### src/rtl/lsu_pkg.sv
// Shared constants, state encoding and decode helpers for the load/store unit.
package lsu_pkg;

  localparam logic [2:0] F3_B  = 3'b000;
  localparam logic [2:0] F3_H  = 3'b001;
  localparam logic [2:0] F3_W  = 3'b010;
  localparam logic [2:0] F3_BU = 3'b100;
  localparam logic [2:0] F3_HU = 3'b101;

  localparam logic [1:0] MODE_B = 2'b00;
  localparam logic [1:0] MODE_H = 2'b01;
  localparam logic [1:0] MODE_W = 2'b10;

  typedef enum logic [1:0] {
    ST_IDLE  = 2'd0,
    ST_LOAD  = 2'd1,
    ST_STORE = 2'd2,
    ST_RESP  = 2'd3
  } lsu_state_t;

  function automatic logic [2:0] size_from_funct3(input logic [2:0] f3);
    case (f3[1:0])
      2'b00:   return 3'd1;
      2'b01:   return 3'd2;
      default: return 3'd4;
    endcase
  endfunction

  function automatic logic [1:0] mode_from_funct3(input logic [2:0] f3);
    case (f3[1:0])
      2'b00:   return MODE_B;
      2'b01:   return MODE_H;
      default: return MODE_W;
    endcase
  endfunction

  // Stores only take the signed encodings; loads also take BU/HU.
  function automatic logic funct3_legal(input logic we, input logic [2:0] f3);
    case (f3)
      F3_B, F3_H, F3_W: return 1'b1;
      F3_BU, F3_HU:     return ~we;
      default:          return 1'b0;
    endcase
  endfunction

endpackage

### src/rtl/load_extend.sv
// Aligns memory read data (MSB-justified for byte/half) and sign/zero-extends it.
module load_extend
  import lsu_pkg::*;
(
  input  logic [31:0] rdata,
  input  logic [2:0]  funct3,
  output logic [31:0] ext_data
);

  logic sext_s;

  assign sext_s = ~funct3[2];

  // Select byte/half/word and replicate the sign bit when signed.
  always_comb begin
    ext_data = 32'd0;
    case (funct3[1:0])
      2'b00:   ext_data = {{24{sext_s & rdata[31]}}, rdata[31:24]};
      2'b01:   ext_data = {{16{sext_s & rdata[31]}}, rdata[31:16]};
      default: ext_data = rdata;
    endcase
  end

endmodule

### src/rtl/load_store_unit.sv
// Data-memory initiator: single outstanding request, byte-serial stores, extended loads.
module load_store_unit
  import lsu_pkg::*;
#(
  parameter int unsigned MEM_BYTES = 1024
) (
  input  logic        clk_i,
  input  logic        rst_i,
  input  logic        req_valid_i,
  output logic        req_ready_o,
  input  logic        req_we_i,
  input  logic [2:0]  req_funct3_i,
  input  logic [31:0] req_addr_i,
  input  logic [31:0] req_wdata_i,
  output logic        resp_valid_o,
  output logic [31:0] resp_rdata_o,
  output logic        resp_err_o,
  output logic        mem_we_o,
  output logic [31:0] mem_addr_o,
  output logic [1:0]  mem_mode_o,
  output logic [31:0] mem_wdata_o,
  input  logic [31:0] mem_rdata_i
);

  lsu_state_t  state_r;
  logic [2:0]  f3_r;
  logic [31:0] addr_r;
  logic [31:0] wdata_r;
  logic [1:0]  cnt_r;

  logic        resp_valid_r;
  logic [31:0] resp_rdata_r;
  logic        resp_err_r;
  logic        mem_we_r;
  logic [31:0] mem_addr_r;
  logic [1:0]  mem_mode_r;
  logic [31:0] mem_wdata_r;

  logic        accept_s;
  logic [2:0]  req_size_s;
  logic [32:0] req_end_s;
  logic        req_err_s;
  logic [1:0]  cnt_next_s;
  logic        last_byte_s;
  logic [31:0] ext_s;

  assign accept_s    = req_valid_i & (state_r == ST_IDLE);
  assign req_size_s  = size_from_funct3(req_funct3_i);
  assign req_end_s   = {1'b0, req_addr_i} + {30'd0, req_size_s};
  assign req_err_s   = ~funct3_legal(req_we_i, req_funct3_i) | (req_end_s > 33'(MEM_BYTES));
  assign cnt_next_s  = cnt_r + 2'd1;
  assign last_byte_s = ({1'b0, cnt_r} == (size_from_funct3(f3_r) - 3'd1));

  load_extend u_load_extend (
    .rdata    (mem_rdata_i),
    .funct3   (f3_r),
    .ext_data (ext_s)
  );

  // Main sequencer: request latch, memory drive and response generation.
  always_ff @(posedge clk_i) begin
    if (rst_i) begin
      state_r      <= ST_IDLE;
      f3_r         <= 3'd0;
      addr_r       <= 32'd0;
      wdata_r      <= 32'd0;
      cnt_r        <= 2'd0;
      resp_valid_r <= 1'b0;
      resp_rdata_r <= 32'd0;
      resp_err_r   <= 1'b0;
      mem_we_r     <= 1'b0;
      mem_addr_r   <= 32'd0;
      mem_mode_r   <= MODE_W;
      mem_wdata_r  <= 32'd0;
    end else begin
      case (state_r)
        ST_IDLE: begin
          resp_valid_r <= 1'b0;
          if (accept_s) begin
            f3_r    <= req_funct3_i;
            addr_r  <= req_addr_i;
            wdata_r <= req_wdata_i;
            cnt_r   <= 2'd0;
            if (req_err_s) begin
              state_r      <= ST_RESP;
              resp_valid_r <= 1'b1;
              resp_err_r   <= 1'b1;
              resp_rdata_r <= 32'd0;
            end else if (req_we_i) begin
              state_r     <= ST_STORE;
              mem_we_r    <= 1'b1;
              mem_addr_r  <= req_addr_i;
              mem_mode_r  <= MODE_B;
              mem_wdata_r <= {24'd0, req_wdata_i[7:0]};
            end else begin
              state_r    <= ST_LOAD;
              mem_we_r   <= 1'b0;
              mem_addr_r <= req_addr_i;
              mem_mode_r <= mode_from_funct3(req_funct3_i);
            end
          end
        end
        ST_LOAD: begin
          state_r      <= ST_RESP;
          resp_valid_r <= 1'b1;
          resp_rdata_r <= ext_s;
          resp_err_r   <= 1'b0;
        end
        ST_STORE: begin
          if (last_byte_s) begin
            state_r      <= ST_RESP;
            mem_we_r     <= 1'b0;
            resp_valid_r <= 1'b1;
            resp_rdata_r <= 32'd0;
            resp_err_r   <= 1'b0;
          end else begin
            cnt_r       <= cnt_next_s;
            mem_addr_r  <= addr_r + {30'd0, cnt_next_s};
            mem_wdata_r <= {24'd0, wdata_r[{cnt_next_s, 3'b000} +: 8]};
          end
        end
        ST_RESP: begin
          state_r      <= ST_IDLE;
          resp_valid_r <= 1'b0;
        end
        default: begin
          state_r      <= ST_IDLE;
          resp_valid_r <= 1'b0;
          mem_we_r     <= 1'b0;
        end
      endcase
    end
  end

  // Reset kills an in-flight write in the same cycle it is raised.
  assign mem_we_o     = mem_we_r & ~rst_i;
  assign req_ready_o  = (state_r == ST_IDLE) & ~rst_i;
  assign resp_valid_o = resp_valid_r;
  assign resp_rdata_o = resp_rdata_r;
  assign resp_err_o   = resp_err_r;
  assign mem_addr_o   = mem_addr_r;
  assign mem_mode_o   = mem_mode_r;
  assign mem_wdata_o  = mem_wdata_r;

endmodule

### config.mk
export PLATFORM = sky130hd
export DESIGN_NAME = load_store_unit
export DESIGN_NICKNAME = d
export VERILOG_FILES = /design/src/rtl/lsu_pkg.sv /design/src/rtl/load_extend.sv /design/src/rtl/load_store_unit.sv
export SDC_FILE = /design/constraint.sdc
export NUM_CORES = 1
export LEC_CHECK = 0
export ABC_AREA = 1
export CAP_MARGIN = 20
export CORE_MARGIN = 8
export CORE_UTILIZATION = 51
export DETAILED_ROUTE_END_ITERATION = 7
export PLACE_DENSITY = 0.81
export SYNTH_ARGS = -nofsm -noshare
export SYNTH_HDL_FRONTEND = slang
export SYNTH_SLANG_ARGS = --single-unit
### constraint.sdc
create_clock -name clk_i -period 3.9 [get_ports clk_i]
set_input_delay 0.585 -clock clk_i [delete_from_list [all_inputs] [get_ports clk_i]]
set_output_delay 0.585 -clock clk_i [all_outputs]
set_load 0.1 [all_outputs]
==> metrics.txt <==
number of global-route vias before repair=between 8000 and 9000; ratio of cells with drive above 1 in the final layout=between 5 and 6%; Netlist cell types=43; Tmin final=3.51 ns; IR drop worst, VDD=roughly 570 µV; diodes inserted=0; Via Count=between 9000 and 10000; number of cells produced by synthesis=approximately 1400; total die area=around 0.022 mm²; Total Wirelength=around 28000 µm; mux cell area share after synthesis=less than 1%; DP HPWL=roughly 22000 µm; Synth Area in XOR/XNOR=2.29%; maximum fanout count along the critical path=28; fraction of power spent switching nets=a little over half; Critical Path End Type=register; hold crit path type=register to register; measured slew at the worst slew-check pin=between 1 and 1.5 ns; clock root buffer master=sky130_fd_sc_hd__clkbuf_16; routed length per placed instance=~16 µm; clock-pin slew on the worst setup and hold paths=0.07 ns; synthesized area per cell=~6.2 µm²; share of Yosys cell area claimed by the top area cell type=around a third; H-tree depth=4; pin count of the biggest net entering global routing=84; kind of start point of the critical path=input pin; worst-case hold slack=~0.45 ns; number of enable-type register cells in the synthesized netlist=0; top_reg_cell synth=sky130_fd_sc_hd__dfxtp_1; signal arrival time at the worst endpoint=3.85 ns; crit share post-route=between 80% and 90%; Placeable Area=about 0.017 mm²; Synth area leader=sky130_fd_sc_hd__dfxtp_1; pwr dens=768 mW/mm²; number of I/O port buffers=180; Psw=between 4000 and 5000 µW; TritonCTS clock tree=done; Critical Setup Path Class=input pin to register; largest family of logic cells by synthesized area=simple AND/OR/NAND/NOR gates; Slew Limit Headroom=between 30% and 40%; required time at the worst-slack endpoint=4.25 ns; adder-cell share of the synthesized area=1.88%; result of the run=finished, final reports clean; CTS buffer count=17; #FFs+latches synth=148; clk buf depth=2; number of antenna violations at the first check in global routing=1; sequential cell fraction of total power=about a quarter; detailed-route vias per instance=5.35; Clock power frac=a little under a fifth; post-synthesis cell area=approximately 0.009 mm²; post-CTS setup-driven buffer insertion count=0; share of async-settable or async-resettable flops after synthesis=0%; highest clock frequency the design can meet=between 200 and 300 MHz; total of warnings raised by yosys=0; slack of the worst reg-to-reg path=approximately 0.47 ns; Max-cap violations=0; largest cells by area after synthesis=sky130_fd_sc_hd__dfxtp_1 (34%), sky130_fd_sc_hd__nand2_1 (14%), sky130_fd_sc_hd__nor2_1 (8.6%); setup repair after global routing missed its margin=no; maximum clock skew at final layout=between 0.007 and 0.008 ns; 1st-pass router iterations=5; power share of the combinational group=between 50% and 60%; first-iteration detailed-routing DRC count=~680; Num Clock Sinks=approximately 150; total internal power=approximately 4100 µW; leakage power summed over all cells=~0.0046 µW; die boundary height=between 100 and 150 µm; utilization after layout=about two thirds; Starting Density=between 50% and 60%; Final Hold Fails=0; GRT overflow=0; number of primary I/O pins=approximately 200; post-synthesis sequential area ratio=between 30% and 40%; number of cells upsized or downsized after cts=0; num rows=48; Die Wd=approximately 150 µm; fraction of the mapped netlist area in compound gates=roughly 17%; number of antenna-violating nets in the routed design=0; global router's overall resource usage=about a quarter; final max-slew violation count=0; post-synthesis share of cell area spent on and, or, nand and nor gates=about a third; total setup violations reported at the end of the flow=0; global-route wire length before repair=45300 µm; hold buffer count at cts=0; DRC=0; area grow syn2layout=28.5%; clock latency of the later-clocked register in the worst-skew pair=between 0.4 and 0.5 ns; final weighted congestion in routability-driven placement=~0.96; final-stage net count=about 1700
-- path summary, 6_finish.rpt --
kind                                      end                     from  cells after the start
setup / recovery   mem_addr_o[9]$_SDFFE_PP0P_          req_funct3_i[0]                     21
hold reg to reg       wdata_r[7]$_SDFFE_PP0P_  wdata_r[7]$_SDFFE_PP0P_                      2
hold / removal        wdata_r[7]$_SDFFE_PP0P_  wdata_r[7]$_SDFFE_PP0P_                      2
setup reg to reg  mem_addr_o[30]$_SDFFE_PP0P_    cnt_r[0]$_SDFFE_PP0P_                     14
-- synth_stat cells, types with 3 or more instances --
master                     count
sky130_fd_sc_hd__xnor2_1       7
sky130_fd_sc_hd__nor2_1      202
sky130_fd_sc_hd__a31oi_1      11
sky130_fd_sc_hd__inv_1       135
sky130_fd_sc_hd__nand2_2       5
sky130_fd_sc_hd__nand4_1      20
sky130_fd_sc_hd__buf_6         6
sky130_fd_sc_hd__buf_1         4
sky130_fd_sc_hd__nand2_1     338
sky130_fd_sc_hd__nor4_1        3
sky130_fd_sc_hd__inv_2         3
sky130_fd_sc_hd__xor2_1       16
sky130_fd_sc_hd__dfxtp_1     148
sky130_fd_sc_hd__clkbuf_1     50
sky130_fd_sc_hd__nor2_2        7
sky130_fd_sc_hd__buf_2         7
sky130_fd_sc_hd__nand3b_1      3
sky130_fd_sc_hd__buf_4        24
sky130_fd_sc_hd__o21ai_0     119
sky130_fd_sc_hd__or2_2         3
sky130_fd_sc_hd__nand3_1     106
sky130_fd_sc_hd__a21oi_1     134
sky130_fd_sc_hd__nor3_1       18
sky130_fd_sc_hd__ha_1         10
-- cell families (layout without fill, tap and decap cells) --
kind of cell	after synthesis	in the layout
compound gates	278	278
buf+inv	232	377
other cells	1	24
mux	1	1
xor+xnor	23	23
simple gates	710	710
fa+ha+maj	12	12
flops	148	148
-- power groups by stage --
| stage | logic, µW | registers (µW) | clock network [µW] |
|---|---|---|---|
| after global placement | 4690 | 2280 | 0 |
| final | 4790 | 2260 | 1610 |
| after floorplan | 2020 | 3900 | 0 |
| after CTS | 4770 | 2260 | 1630 |
| after global routing | 5140 | 2310 | 1690 |
| after detailed placement | 4760 | 2280 | 0 |
-- cell type report --
type / count / area, µm²
clock buffers: 18 / 439
clock inverters: 14 / 148
fillers: 1568 / 5780
inverters: 140 / 526
multi-input cells: 1048 / 4890
flip-flops and latches: 148 / 2960
well taps: 225 / 282
repair buffers: 205 / 2030
-- sequential cells by signal (all words and copies together) (netlist names) --
name,count
addr_r,32
cnt_r,2
f3_r,3
mem_addr_o,32
mem_mode_o,2
mem_wdata_o,8
mem_we_r,1
resp_err_o,1
resp_rdata_o,32
resp_valid_o,1
state_r,2
wdata_r,32
-- worst max-delay path, cell delays in order --
cell and delay, ns:
sky130_fd_sc_hd__clkdlybuf4s50_1 0.52, sky130_fd_sc_hd__inv_1 0.06, sky130_fd_sc_hd__nor2_1 0.13, sky130_fd_sc_hd__inv_1 0.08
sky130_fd_sc_hd__fa_1 0.42, sky130_fd_sc_hd__inv_1 0.09, sky130_fd_sc_hd__nand2_1 0.07, sky130_fd_sc_hd__nand2_1 0.09
sky130_fd_sc_hd__nand2_1 0.10, sky130_fd_sc_hd__nor2_1 0.21, sky130_fd_sc_hd__nand2_1 0.08, sky130_fd_sc_hd__nand2_1 0.06
sky130_fd_sc_hd__nand2_1 0.05, sky130_fd_sc_hd__inv_1 0.04, sky130_fd_sc_hd__nand3_1 0.10, sky130_fd_sc_hd__nor2_1 0.10
sky130_fd_sc_hd__nand3_1 0.19, sky130_fd_sc_hd__o21bai_2 0.23, sky130_fd_sc_hd__buf_4 0.31, sky130_fd_sc_hd__nand3_1 0.14
sky130_fd_sc_hd__a21oi_1 0.19
-- metal layers --
metal / GRT usage [%] / vias to the layer above / wire (µm)
li1: - / 4806 / -
met2: 37.7 / 450 / 12400
met1: 35.7 / 4326 / 12800
met4: 7.70 / 2 / 495
met5: 0 / - / 11
met3: 6.06 / 42 / 2780
-- stage by stage --
step                area, µm²  instances  total power, µW  setup TNS (ns)  setup WS (ns)
floorplan                8870       1428             5920               0          0.900
global placement        10700       1765             6970               0          0.132
detailed placement      10700       1765             7040          -0.107        -0.0419
CTS                     11300       1797             8660               0          0.398
global route            11300       1798             9140               0         0.0166
finish                  11300       1798             8660               0          0.395
-- placed cells by master (no fill, tap or decap), types with 16 or more instances in the layout --
| master | netlist | final |
|---|---|---|
| sky130_fd_sc_hd__nand2_1 | 338 | 337 |
| sky130_fd_sc_hd__dfxtp_1 | 148 | 148 |
| sky130_fd_sc_hd__inv_1 | 135 | 134 |
| sky130_fd_sc_hd__conb_1 | 1 | 24 |
| sky130_fd_sc_hd__nand4_1 | 20 | 20 |
| sky130_fd_sc_hd__nor3_1 | 18 | 18 |
| sky130_fd_sc_hd__o21ai_0 | 119 | 119 |
| sky130_fd_sc_hd__nor2_1 | 202 | 201 |
| sky130_fd_sc_hd__a21oi_1 | 134 | 134 |
| sky130_fd_sc_hd__nand3_1 | 106 | 106 |
| sky130_fd_sc_hd__clkbuf_16 | 0 | 17 |
| sky130_fd_sc_hd__clkdlybuf4s50_1 | 0 | 177 |
| sky130_fd_sc_hd__xor2_1 | 16 | 16 |
| sky130_fd_sc_hd__buf_4 | 24 | 23 |
Note: power is estimated with default switching activity, not from simulation.
